## config.mk

```make
export PLATFORM = sky130hd
export DESIGN_NAME = ddr_store_writer_flat
export DESIGN_NICKNAME = d
export VERILOG_FILES = /design/src/rtl/ddr_store_writer_pkg.sv /design/src/rtl/ddr_store_writer_if.sv /design/src/rtl/ddr_store_writer_fifo.sv /design/src/rtl/ddr_store_writer.sv /design/src/flat_wrapper.sv
export SDC_FILE = /design/constraint.sdc
export NUM_CORES = 1
export LEC_CHECK = 0
export CAP_MARGIN = 20
export CORE_MARGIN = 3
export CORE_UTILIZATION = 51
export DETAILED_ROUTE_END_ITERATION = 12
export PLACE_DENSITY = 0.95
export SETUP_SLACK_MARGIN = 0.15
export SKIP_CTS_REPAIR_TIMING = 1
export SLEW_MARGIN = 20
export SYNTH_ARGS = -nofsm -noshare
export SYNTH_HDL_FRONTEND = slang
export SYNTH_SLANG_ARGS = --single-unit
```

## constraint.sdc

```tcl
create_clock -name clk -period 10.4 [get_ports clk]
set_input_delay 2.08 -clock clk [delete_from_list [all_inputs] [get_ports clk]]
set_output_delay 2.08 -clock clk [all_outputs]
set_load 0.1 [all_outputs]
```

## src/rtl/ddr_store_writer_pkg.sv

```systemverilog
// ddr_store_writer_pkg
// Shared types and constants for the DDR3 store write path.
//   DDR_CMD_WRITE / DDR_CMD_READ : DDR3 IP user-interface command encodings
//   store_req_t                  : one queued store (byte address, data, byte enables)
//   wr_state_t                   : write-path FSM states
package ddr_store_writer_pkg;

    localparam logic [2:0] DDR_CMD_WRITE = 3'b000;
    localparam logic [2:0] DDR_CMD_READ  = 3'b001;

    // Width of a 32-byte line tag taken from a 32-bit byte address.
    localparam int unsigned LineTagW = 27;

    typedef struct packed {
        logic [31:0] addr;
        logic [31:0] data;
        logic [3:0]  be;
    } store_req_t;

    typedef enum logic [1:0] {
        StIdle = 2'd0,
        StCmd  = 2'd1,
        StData = 2'd2,
        StDone = 2'd3
    } wr_state_t;

endpackage

```

## src/rtl/ddr_store_writer_if.sv

```systemverilog
// ddr_store_writer_if
// Bundles the MEM store-request port, the write side of the DDR3 IP user interface and the
// hazard/status signals of ddr_store_writer.
//   slave  : seen by ddr_store_writer (accepts stores, drives the DDR3 IP write side)
//   master : seen by the MEM stage / DDR3 IP model (drives requests and IP ready signals)
interface ddr_store_writer_if #(
    parameter int unsigned ADDR_W     = 29,
    parameter int unsigned APP_DATA_W = 256
);

    logic                    init_calib_complete_i;
    logic                    req_valid_i;
    logic                    req_ready_o;
    logic [31:0]             req_addr_i;
    logic [31:0]             req_data_i;
    logic [3:0]              req_be_i;
    logic                    ddr_cmd_rdy_i;
    logic                    ddr_cmd_en_o;
    logic [2:0]              ddr_cmd_o;
    logic [ADDR_W-1:0]       ddr_addr_o;
    logic                    ddr_write_rdy_i;
    logic                    ddr_write_en_o;
    logic                    ddr_write_end_o;
    logic [APP_DATA_W-1:0]   ddr_write_data_o;
    logic [APP_DATA_W/8-1:0] ddr_write_mask_o;
    logic [31:0]             hazard_addr_i;
    logic                    hazard_o;
    logic                    busy_o;
    logic                    done_o;

    modport slave (
        input  init_calib_complete_i,
        input  req_valid_i,
        output req_ready_o,
        input  req_addr_i,
        input  req_data_i,
        input  req_be_i,
        input  ddr_cmd_rdy_i,
        output ddr_cmd_en_o,
        output ddr_cmd_o,
        output ddr_addr_o,
        input  ddr_write_rdy_i,
        output ddr_write_en_o,
        output ddr_write_end_o,
        output ddr_write_data_o,
        output ddr_write_mask_o,
        input  hazard_addr_i,
        output hazard_o,
        output busy_o,
        output done_o
    );

    modport master (
        output init_calib_complete_i,
        output req_valid_i,
        input  req_ready_o,
        output req_addr_i,
        output req_data_i,
        output req_be_i,
        output ddr_cmd_rdy_i,
        input  ddr_cmd_en_o,
        input  ddr_cmd_o,
        input  ddr_addr_o,
        output ddr_write_rdy_i,
        input  ddr_write_en_o,
        input  ddr_write_end_o,
        input  ddr_write_data_o,
        input  ddr_write_mask_o,
        output hazard_addr_i,
        input  hazard_o,
        input  busy_o,
        input  done_o
    );

endinterface

```

## src/rtl/ddr_store_writer_fifo.sv

```systemverilog
// ddr_store_writer_fifo
// Store-request FIFO. Pointers carry one extra wrap bit so full and empty are distinguishable.
// The head entry stays in the FIFO until popped, so it also represents the in-flight store.
//   clk, rst_n   : clock, asynchronous active-low reset (empties the FIFO)
//   push_i       : write push_data_i (ignored when full)
//   pop_i        : drop the head entry (ignored when empty)
//   full_o       : no free entries
//   empty_o      : no valid entries
//   head_o       : oldest entry
//   line_tags_o  : addr[31:5] of every slot, valid_o marks the occupied ones
module ddr_store_writer_fifo
    import ddr_store_writer_pkg::*;
#(
    parameter int unsigned Depth = 4
) (
    input  logic                              clk,
    input  logic                              rst_n,
    input  logic                              push_i,
    input  store_req_t                        push_data_i,
    input  logic                              pop_i,
    output logic                              full_o,
    output logic                              empty_o,
    output store_req_t                        head_o,
    output logic [Depth-1:0][LineTagW-1:0]    line_tags_o,
    output logic [Depth-1:0]                  valid_o
);

    localparam int unsigned AW = $clog2(Depth);
    localparam int unsigned PW = AW + 1;

    logic [PW-1:0]           wr_ptr_q, wr_ptr_d;
    logic [PW-1:0]           rd_ptr_q, rd_ptr_d;
    store_req_t [Depth-1:0]  mem_q;
    logic [PW-1:0]           count;
    logic                    do_push;
    logic                    do_pop;

    assign full_o  = (wr_ptr_q[AW] != rd_ptr_q[AW]) && (wr_ptr_q[AW-1:0] == rd_ptr_q[AW-1:0]);
    assign empty_o = (wr_ptr_q == rd_ptr_q);
    assign do_push = push_i && !full_o;
    assign do_pop  = pop_i && !empty_o;
    assign count   = wr_ptr_q - rd_ptr_q;
    assign head_o  = mem_q[rd_ptr_q[AW-1:0]];

    always_comb begin
        wr_ptr_d = wr_ptr_q;
        rd_ptr_d = rd_ptr_q;
        if (do_push) wr_ptr_d = wr_ptr_q + PW'(1);
        if (do_pop)  rd_ptr_d = rd_ptr_q + PW'(1);
    end

    // Slot i is occupied when its distance from the read pointer is below the fill count.
    always_comb begin
        logic [AW-1:0] offs;
        valid_o = '0;
        offs    = '0;
        for (int i = 0; i < int'(Depth); i++) begin
            offs           = AW'(i) - rd_ptr_q[AW-1:0];
            valid_o[i]     = ({1'b0, offs} < count);
            line_tags_o[i] = mem_q[i].addr[31:5];
        end
    end

    always_ff @(posedge clk or negedge rst_n) begin
        if (!rst_n) begin
            wr_ptr_q <= '0;
            rd_ptr_q <= '0;
        end else begin
            wr_ptr_q <= wr_ptr_d;
            rd_ptr_q <= rd_ptr_d;
        end
    end

    // Storage needs no reset: contents are only observed through valid slots.
    always_ff @(posedge clk) begin
        if (do_push) mem_q[wr_ptr_q[AW-1:0]] <= push_data_i;
    end

endmodule

```

## src/rtl/ddr_store_writer.sv

```systemverilog
// ddr_store_writer
// Accepts 32-bit stores from MEM, queues them and issues each as a single-beat BL8 write on the
// DDR3 IP user interface (command handshake first, then one 256-bit data beat). Also reports
// whether a load address hits the 32-byte line of any queued or in-flight store.
//   clk, rst_n : clock, asynchronous active-low reset (abandons any in-flight write)
//   bus        : ddr_store_writer_if.slave - store request port, DDR3 IP write side,
//                hazard_addr_i/hazard_o, busy_o, done_o
module ddr_store_writer
    import ddr_store_writer_pkg::*;
#(
    parameter int unsigned FIFO_DEPTH = 4,
    parameter int unsigned ADDR_W     = 29,
    parameter int unsigned APP_DATA_W = 256
) (
    input  logic                 clk,
    input  logic                 rst_n,
    ddr_store_writer_if.slave    bus
);

    localparam int unsigned Lanes = APP_DATA_W / 32;
    localparam int unsigned LaneW = $clog2(Lanes);

    wr_state_t                           state_q, state_d;
    logic                                fifo_full;
    logic                                fifo_empty;
    logic                                push;
    logic                                pop;
    store_req_t                          push_req;
    store_req_t                          head;
    logic [FIFO_DEPTH-1:0][LineTagW-1:0] line_tags;
    logic [FIFO_DEPTH-1:0]               tag_valid;
    logic                                active;
    logic [LaneW-1:0]                    lane;
    logic [APP_DATA_W-1:0]               wr_data;
    logic [APP_DATA_W/8-1:0]             wr_mask;
    logic                                hazard;

    assign push_req = '{addr: bus.req_addr_i, data: bus.req_data_i, be: bus.req_be_i};
    assign push     = bus.req_valid_i && !fifo_full;
    assign pop      = (state_q == StData) && bus.ddr_write_rdy_i;

    ddr_store_writer_fifo #(
        .Depth (FIFO_DEPTH)
    ) u_fifo (
        .clk         (clk),
        .rst_n       (rst_n),
        .push_i      (push),
        .push_data_i (push_req),
        .pop_i       (pop),
        .full_o      (fifo_full),
        .empty_o     (fifo_empty),
        .head_o      (head),
        .line_tags_o (line_tags),
        .valid_o     (tag_valid)
    );

    always_comb begin
        state_d = state_q;
        unique case (state_q)
            StIdle: if (!fifo_empty && bus.init_calib_complete_i) state_d = StCmd;
            StCmd:  if (bus.ddr_cmd_rdy_i) state_d = StData;
            StData: if (bus.ddr_write_rdy_i) state_d = StDone;
            StDone: state_d = StIdle;
            default: state_d = StIdle;
        endcase
    end

    always_ff @(posedge clk or negedge rst_n) begin
        if (!rst_n) begin
            state_q <= StIdle;
        end else begin
            state_q <= state_d;
        end
    end

    // Head entry is held until the data handshake, so steering from it is stable throughout
    // CMD and DATA. Outside those states the bus is driven to zero.
    assign active = (state_q == StCmd) || (state_q == StData);
    assign lane   = head.addr[2 +: LaneW];

    always_comb begin
        wr_data                = '0;
        wr_mask                = '1;
        wr_data[lane*32 +: 32] = head.data;
        wr_mask[lane*4 +: 4]   = ~head.be;
    end

    // Pending-store hazard: the in-flight store is still the FIFO head, so one compare covers both.
    always_comb begin
        hazard = 1'b0;
        for (int i = 0; i < int'(FIFO_DEPTH); i++) begin
            if (tag_valid[i] && (line_tags[i] == bus.hazard_addr_i[31:5])) hazard = 1'b1;
        end
    end

    assign bus.req_ready_o      = !fifo_full;
    assign bus.ddr_cmd_en_o     = (state_q == StCmd);
    assign bus.ddr_cmd_o        = DDR_CMD_WRITE;
    assign bus.ddr_addr_o       = active ? {head.addr[ADDR_W+1:5], 3'b000} : '0;
    assign bus.ddr_write_en_o   = (state_q == StData);
    assign bus.ddr_write_end_o  = (state_q == StData);
    assign bus.ddr_write_data_o = active ? wr_data : '0;
    assign bus.ddr_write_mask_o = active ? wr_mask : '0;
    assign bus.hazard_o         = hazard;
    assign bus.busy_o           = !fifo_empty || (state_q != StIdle);
    assign bus.done_o           = (state_q == StDone);

    logic unused_bits;
    assign unused_bits = ^{bus.hazard_addr_i[4:0], head.addr[1:0], head.addr[31:ADDR_W+2]};

endmodule
```

## src/flat_wrapper.sv

```systemverilog
// flat-port wrapper written by rule: the top's interface ports become plain ports
module ddr_store_writer_flat import ddr_store_writer_pkg::*;
#(
    parameter int unsigned FIFO_DEPTH = 4,
    parameter int unsigned ADDR_W     = 29,
    parameter int unsigned APP_DATA_W = 256
)
  (clk, rst_n, bus_init_calib_complete_i, bus_req_valid_i, bus_req_ready_o, bus_req_addr_i, bus_req_data_i, bus_req_be_i, bus_ddr_cmd_rdy_i, bus_ddr_cmd_en_o, bus_ddr_cmd_o, bus_ddr_addr_o, bus_ddr_write_rdy_i, bus_ddr_write_en_o, bus_ddr_write_end_o, bus_ddr_write_data_o, bus_ddr_write_mask_o, bus_hazard_addr_i, bus_hazard_o, bus_busy_o, bus_done_o);
  ddr_store_writer_if #(.ADDR_W(ADDR_W), .APP_DATA_W(APP_DATA_W)) bus_i ();
  input  logic clk;
  input  logic rst_n;
  input wire logic [$bits(bus_i.init_calib_complete_i)-1:0] bus_init_calib_complete_i;
  input wire logic [$bits(bus_i.req_valid_i)-1:0] bus_req_valid_i;
  output wire logic [$bits(bus_i.req_ready_o)-1:0] bus_req_ready_o;
  input wire logic [$bits(bus_i.req_addr_i)-1:0] bus_req_addr_i;
  input wire logic [$bits(bus_i.req_data_i)-1:0] bus_req_data_i;
  input wire logic [$bits(bus_i.req_be_i)-1:0] bus_req_be_i;
  input wire logic [$bits(bus_i.ddr_cmd_rdy_i)-1:0] bus_ddr_cmd_rdy_i;
  output wire logic [$bits(bus_i.ddr_cmd_en_o)-1:0] bus_ddr_cmd_en_o;
  output wire logic [$bits(bus_i.ddr_cmd_o)-1:0] bus_ddr_cmd_o;
  output wire logic [$bits(bus_i.ddr_addr_o)-1:0] bus_ddr_addr_o;
  input wire logic [$bits(bus_i.ddr_write_rdy_i)-1:0] bus_ddr_write_rdy_i;
  output wire logic [$bits(bus_i.ddr_write_en_o)-1:0] bus_ddr_write_en_o;
  output wire logic [$bits(bus_i.ddr_write_end_o)-1:0] bus_ddr_write_end_o;
  output wire logic [$bits(bus_i.ddr_write_data_o)-1:0] bus_ddr_write_data_o;
  output wire logic [$bits(bus_i.ddr_write_mask_o)-1:0] bus_ddr_write_mask_o;
  input wire logic [$bits(bus_i.hazard_addr_i)-1:0] bus_hazard_addr_i;
  output wire logic [$bits(bus_i.hazard_o)-1:0] bus_hazard_o;
  output wire logic [$bits(bus_i.busy_o)-1:0] bus_busy_o;
  output wire logic [$bits(bus_i.done_o)-1:0] bus_done_o;
  assign bus_i.init_calib_complete_i = bus_init_calib_complete_i;
  assign bus_i.req_valid_i = bus_req_valid_i;
  assign bus_req_ready_o = bus_i.req_ready_o;
  assign bus_i.req_addr_i = bus_req_addr_i;
  assign bus_i.req_data_i = bus_req_data_i;
  assign bus_i.req_be_i = bus_req_be_i;
  assign bus_i.ddr_cmd_rdy_i = bus_ddr_cmd_rdy_i;
  assign bus_ddr_cmd_en_o = bus_i.ddr_cmd_en_o;
  assign bus_ddr_cmd_o = bus_i.ddr_cmd_o;
  assign bus_ddr_addr_o = bus_i.ddr_addr_o;
  assign bus_i.ddr_write_rdy_i = bus_ddr_write_rdy_i;
  assign bus_ddr_write_en_o = bus_i.ddr_write_en_o;
  assign bus_ddr_write_end_o = bus_i.ddr_write_end_o;
  assign bus_ddr_write_data_o = bus_i.ddr_write_data_o;
  assign bus_ddr_write_mask_o = bus_i.ddr_write_mask_o;
  assign bus_i.hazard_addr_i = bus_hazard_addr_i;
  assign bus_hazard_o = bus_i.hazard_o;
  assign bus_busy_o = bus_i.busy_o;
  assign bus_done_o = bus_i.done_o;
  ddr_store_writer #(.FIFO_DEPTH(FIFO_DEPTH), .ADDR_W(ADDR_W), .APP_DATA_W(APP_DATA_W)) u_core (.clk(clk), .rst_n(rst_n), .bus(bus_i));
endmodule
```

Word-level counts from Yosys, hierarchy flattened
Cells that the tools add are included.

Word-level logic and storage cells: 86. Input bits: 106. Output and inout bits: 327. Bits in registers: 280.

Order comparisons: 7. $add $sub $neg: 9. Bitwise gates (word level): 4. Equal/unequal tests: 13. Shifts and indexed selects: 4. Reduce and logical (&&, ||, !) cells: 18. Mux-type cells: 16.

Operator list (count): bitwise mux 272 bit (1); AND 256 bit (1); two-way mux 256 bit (1); variable shift 32 x 34 -> 256 bit, first input constant (1); indexed part select 32 x 34 -> 256 bit (1); binary-select mux 68 bit (select 2 bit) (1); demux 68 bit (select 2 bit) (1); equality test 27 bit (4); two-way mux 68 bit (1); two-way mux 67 bit (1); negator 5 -> 34 bit (1); negator 8 -> 34 bit (1); variable shift 4 x 34 -> 32 bit, first input constant (1); indexed part select 4 x 34 -> 32 bit (1); two-way mux 32 bit (1); NOT 32 bit (1); OR 32 bit (1); two-way mux 29 bit (1); less-than comparator 2 x 3 -> 1 bit (4); logical AND 1 bit (11); case mux 2 bit (4 select lines) (1); adder 3 x 1 -> 3 bit, second input constant (2); less-than comparator 2 x 3 -> 1 bit, second input constant (2); two-way mux 2 bit (3); 18 further kinds (27).

Logic depth before layout (Yosys ltp)
Depth in word-level cells: 7. Mapped depth: 11. Depth with buffers taken out: 10.

Cells and area by module
A second synthesis with hierarchy kept.

Cell total of the unflattened synthesis: 1090. Area, all modules: 15148.3 um2.

Modules (own cells, without submodules): ddr_store_writer_fifo (times used 1, area an instance 11288.3 um2, cells each 526, seq. area each 8318.0 um2); ddr_store_writer (times used 1, area an instance 3860.0 um2, cells each 564, seq. area each 50.0 um2).

Worst setup path before layout
Ideal clock, no wire load.

Path kind: reg-to-output. Start point: reg u_core.u_fifo.rd_ptr_q[0]. End point: out bus_ddr_write_mask_o[10]. Path slack: 4.213 ns. Data arrival time: 4.107 ns. Stages on the path, launching flop included: 9. Path buffers: 1. Required time: 8.320 ns. Path through: dfrtp_1 -> buf_6 -> mux4_2 -> clkinv_2 -> ha_1 -> ha_1 -> and3b_1 -> nand3_2 -> o21ai_0.

Longest elaborated chain between the ends: 7. Elaborated cells between the ends (all ways): 9. Those cells by class: add/sub (1); shift (2); mux (3); bitwise (3).

RTL lines: start: declaration (RTL line ddr_store_writer_fifo.sv:32) `logic [PW-1:0] rd_ptr_q, rd_ptr_d;`; start signal: assignment (RTL line ddr_store_writer_fifo.sv:70) `rd_ptr_q <= rd_ptr_d;`; binary-select mux 68 bit (select 2 bit) * (RTL line ddr_store_writer_fifo.sv:43) `assign head_o = mem_q[rd_ptr_q[AW-1:0]];`; two-way mux 67 bit (not written as such) * (RTL line ddr_store_writer_fifo.sv:43); negator 5 -> 34 bit (RTL line ddr_store_writer.sv:85) `wr_mask[lane*4 +: 4] = ~head.be;`; variable shift 4 x 34 -> 32 bit (RTL line ddr_store_writer.sv:85); NOT 32 bit (no source line); OR 32 bit (no source line) *; two-way mux 32 bit * (RTL line ddr_store_writer.sv:103) `assign bus.ddr_write_mask_o = active ? wr_mask : '0;`; end: declaration (RTL line flat_wrapper.sv:26) `output wire logic [$bits(bus_i.ddr_write_mask_o)-1:0] bus_ddr_write_mask_o;`.

Mark *: on every way between the ends. The rest lies on a longest branch, timed or not. The select of a mux whose other input is x is not followed.

Final worst setup path
Start point: reg u_core.u_fifo.rd_ptr_q[1]. End point: out bus_ddr_write_data_o[178].

Longest elaborated chain between the ends: 6. Elaborated cells between the ends (all ways): 7. Those cells by class: add/sub (1); shift (2); mux (3); bitwise (1).

RTL lines: binary-select mux 68 bit (select 2 bit) * (RTL line ddr_store_writer_fifo.sv:43); two-way mux 67 bit (not written as such) * (RTL line ddr_store_writer_fifo.sv:43); negator 8 -> 34 bit (RTL line ddr_store_writer.sv:84) `wr_data[lane*32 +: 32] = head.data;`; indexed part select 32 x 34 -> 256 bit or variable shift 32 x 34 -> 256 bit (tied branches) (RTL line ddr_store_writer.sv:84); AND 256 bit (no source line) *; two-way mux 256 bit * (RTL line ddr_store_writer.sv:102) `assign bus.ddr_write_data_o = active ? wr_data : '0;`; end: declaration (RTL line flat_wrapper.sv:25) `output wire logic [$bits(bus_i.ddr_write_data_o)-1:0] bus_ddr_write_data_o;`.

Marks and branches as above.

==> out/summary.txt <==
status - finished, final reports clean
reg2reg setup slack - 6.42 ns
Yosys Warn Count - 0
top post-synthesis cells by area - edfxtp_1 (58%), xnor2_1 (7.3%), nor2_1 (7.1%)
clock sinks - 272
DRC errors left - 0
CTS tree - built
setup violators final - 0
routed via count - 10601
layout cells sized above 1 - 9.23%
unrepaired setup endpoints after global routing - false
Unique masters post-synth - 48
vias in the first global route - 10751
Synth Area in Compound Gates - 3.20%
first-pass detailed-route iteration total - 5
Rel. slew slack - 22.8%
routed wire length - 42300 um
global route overflow - 0
sequential area share after synthesis - 59.8%
max incr delay on CP - 1.20 ns
simple-gate share of the synthesized area - 13.0%
Root Driver - clkbuf_16
Clock Latency Late Sink - 0.53 ns
share of the clock period used by the worst path - 71.8%
CP Capture Type - primary output
CP Max Fanout - 51
port buffer count - 419
I/O Pins - 433
Core ar. - 26100 um^2
clk buf depth - 3
clock slew at reported path FFs - 0.06 ns
fmax - 134 MHz
Slew @ Worst Pin - 1.15 ns
min-delay worst type - reg2reg
main combinational cell family by area after synthesis - simple AND/OR/NAND/NOR gates
CP delay by family, top - buffers and inverters
CP Cell Sequence - mux4_2, clkinv_2, ha_1, ha_1, or3b_2, nor2_1, nand3_1, buf_4, nor2_1, clkdlybuf4s50_1
Sum Neg Setup Slack - 0 ns
FFs w/ async S/R, synth - 2.94%
Final nets - 1591
All-Layer GR Usage - 28.1%
Max-Cap Viols - 0
fin. max-slew vios - 0
worst path required time - 8.32 ns
post-synthesis mux area share - 10.7%
Hold Vio Cnt, Final - 0
Synth Area in XOR/XNOR - 7.41%
Startpoint Class - flop
Adder-Cell Fraction of Synth Area - 1.99%
largest net degree at the start of global routing - 68
slowest CP cell - clkdlybuf4s50_1
CTS buffer count - 28
H-tree depth - 1
Post-synth EDFFs - 264
1st-iter DRT viols - 1192
cell taking the most area after synthesis - edfxtp_1
global-route wire length before repair - 62400 um
Worst Clk Skew - 0.00907 ns
initial antenna violation count - 9
Via density - 5.81
most common cell after layout, fill and taps aside - clkdlybuf4s50_1
antenna-violating nets left - 0
die width - 169 um
Initial Util - 52.0%
post-synth top area share - 58.3%
die height - 169 um
DP HPWL - 28600 um
mean post-synth cell area - 12.5 um^2
row count - 59
flop and latch count out of synthesis - 272
Syn Inst Count - 1086
WS Path Type - reg2out
DR WL/cell - 23.2 um
Main synth FF type - edfxtp_1
Layout area overhead - 38.3%
CP Data Arrival Time - 5.38 ns
synthesized area - 13600 um^2
CP bufs+invs - 3
placer congestion estimate - 0.929
most frequent cells in the layout - clkdlybuf4s50_1 (419), edfxtp_1 (264), nor2_1 (259)
die area - 28700 um^2
Final min period - 7.46 ns
## worst paths after layout
kind	end	startpoint	cells past startpoint
worst max-delay path	bus_ddr_write_data_o[178]	u_core.u_fifo.rd_ptr_q[1]	10
worst min-delay path	u_core.u_fifo.wr_ptr_q[2]	u_core.u_fifo.wr_ptr_q[2]	1
worst max register to register	u_core.u_fifo.mem_q[73]	u_core.u_fifo.rd_ptr_q[1]	5
worst min register to register	u_core.u_fifo.wr_ptr_q[2]	u_core.u_fifo.wr_ptr_q[2]	1
max in group asynchronous	u_core.u_fifo.rd_ptr_q[1]	rst_n	1
min in group asynchronous	u_core.u_fifo.wr_ptr_q[0]	rst_n	1
## layer usage
metal / GRT usage [%] / wire length, um / part of all wire [%]
met5: 0 / 68 / 0.16
met4: 10.7 / 1440 / 3.4
met1: 37.3 / 16000 / 38
met2: 46.3 / 20700 / 49
met3: 5.61 / 4020 / 9.5
## flip-flops by register name (all words and copies together) (netlist names)
name and cells:
u_core.u_fifo.mem_q 156, u_core.u_fifo.rd_ptr_q 3, u_core.u_fifo.wr_ptr_q 3, u_core.u_fifo.line_tags_o 108, u_core.state_q 2
## cell families (layout without fill, tap and decap cells)
logic type / Yosys count / in the layout
compound gates: 75 / 75
flops: 272 / 272
xor+xnor: 115 / 115
mux: 99 / 99
simple gates: 398 / 398
other cells: 1 / 10
fa+ha+maj: 21 / 21
buf+inv: 105 / 499
## metrics by stage
step	worst slack (ns)	cells	util, %	instance area (um^2)	hold slack (ns)
floorplan	4.21	1091	-	13600	0.498
global placement	3.36	1767	68.4	17900	0.512
detailed placement	3.36	1767	68.4	17900	0.538
CTS	2.75	1818	71.7	18700	0.546
global route	2.72	1823	72.0	18800	0.570
finish	2.94	1824	72.0	18800	0.538
## cell usage after synthesis, types with 7 or more instances
cell type / n
a21boi_0: 16
and2_1: 27
buf_2: 21
buf_4: 7
buf_6: 11
clkbuf_1: 42
dfrtp_1: 8
edfxtp_1: 264
ha_1: 20
inv_1: 13
mux2_2: 33
mux2i_1: 33
mux4_2: 32
nand2_1: 43
nand3_1: 8
nand4_1: 26
nor2_1: 259
o21ai_0: 18
o21ai_1: 32
xnor2_1: 113
## final cells by class
class	instances	area, um^2
Sequential cell	272	8130
Fill cell	1609	7320
Multi-Input combinational cell	714	4980
Timing Repair Buffer	431	4320
Clock buffer	37	756
Tap cell	335	419
Clock inverter	14	121
Inverter	17	65.1
Antenna cell	4	10.0
## worst reg2reg max path: stages, from the launching register on
cell,delay (ns)
dfrtp_4,0.94
buf_4,0.75
inv_1,0.31
ha_1,0.40
nand3_1,0.21
and3_4,0.95
Power is left out: the tool's default activity adds up to more than one toggle a clock period on the data nets, which glitch-free logic cannot reach.
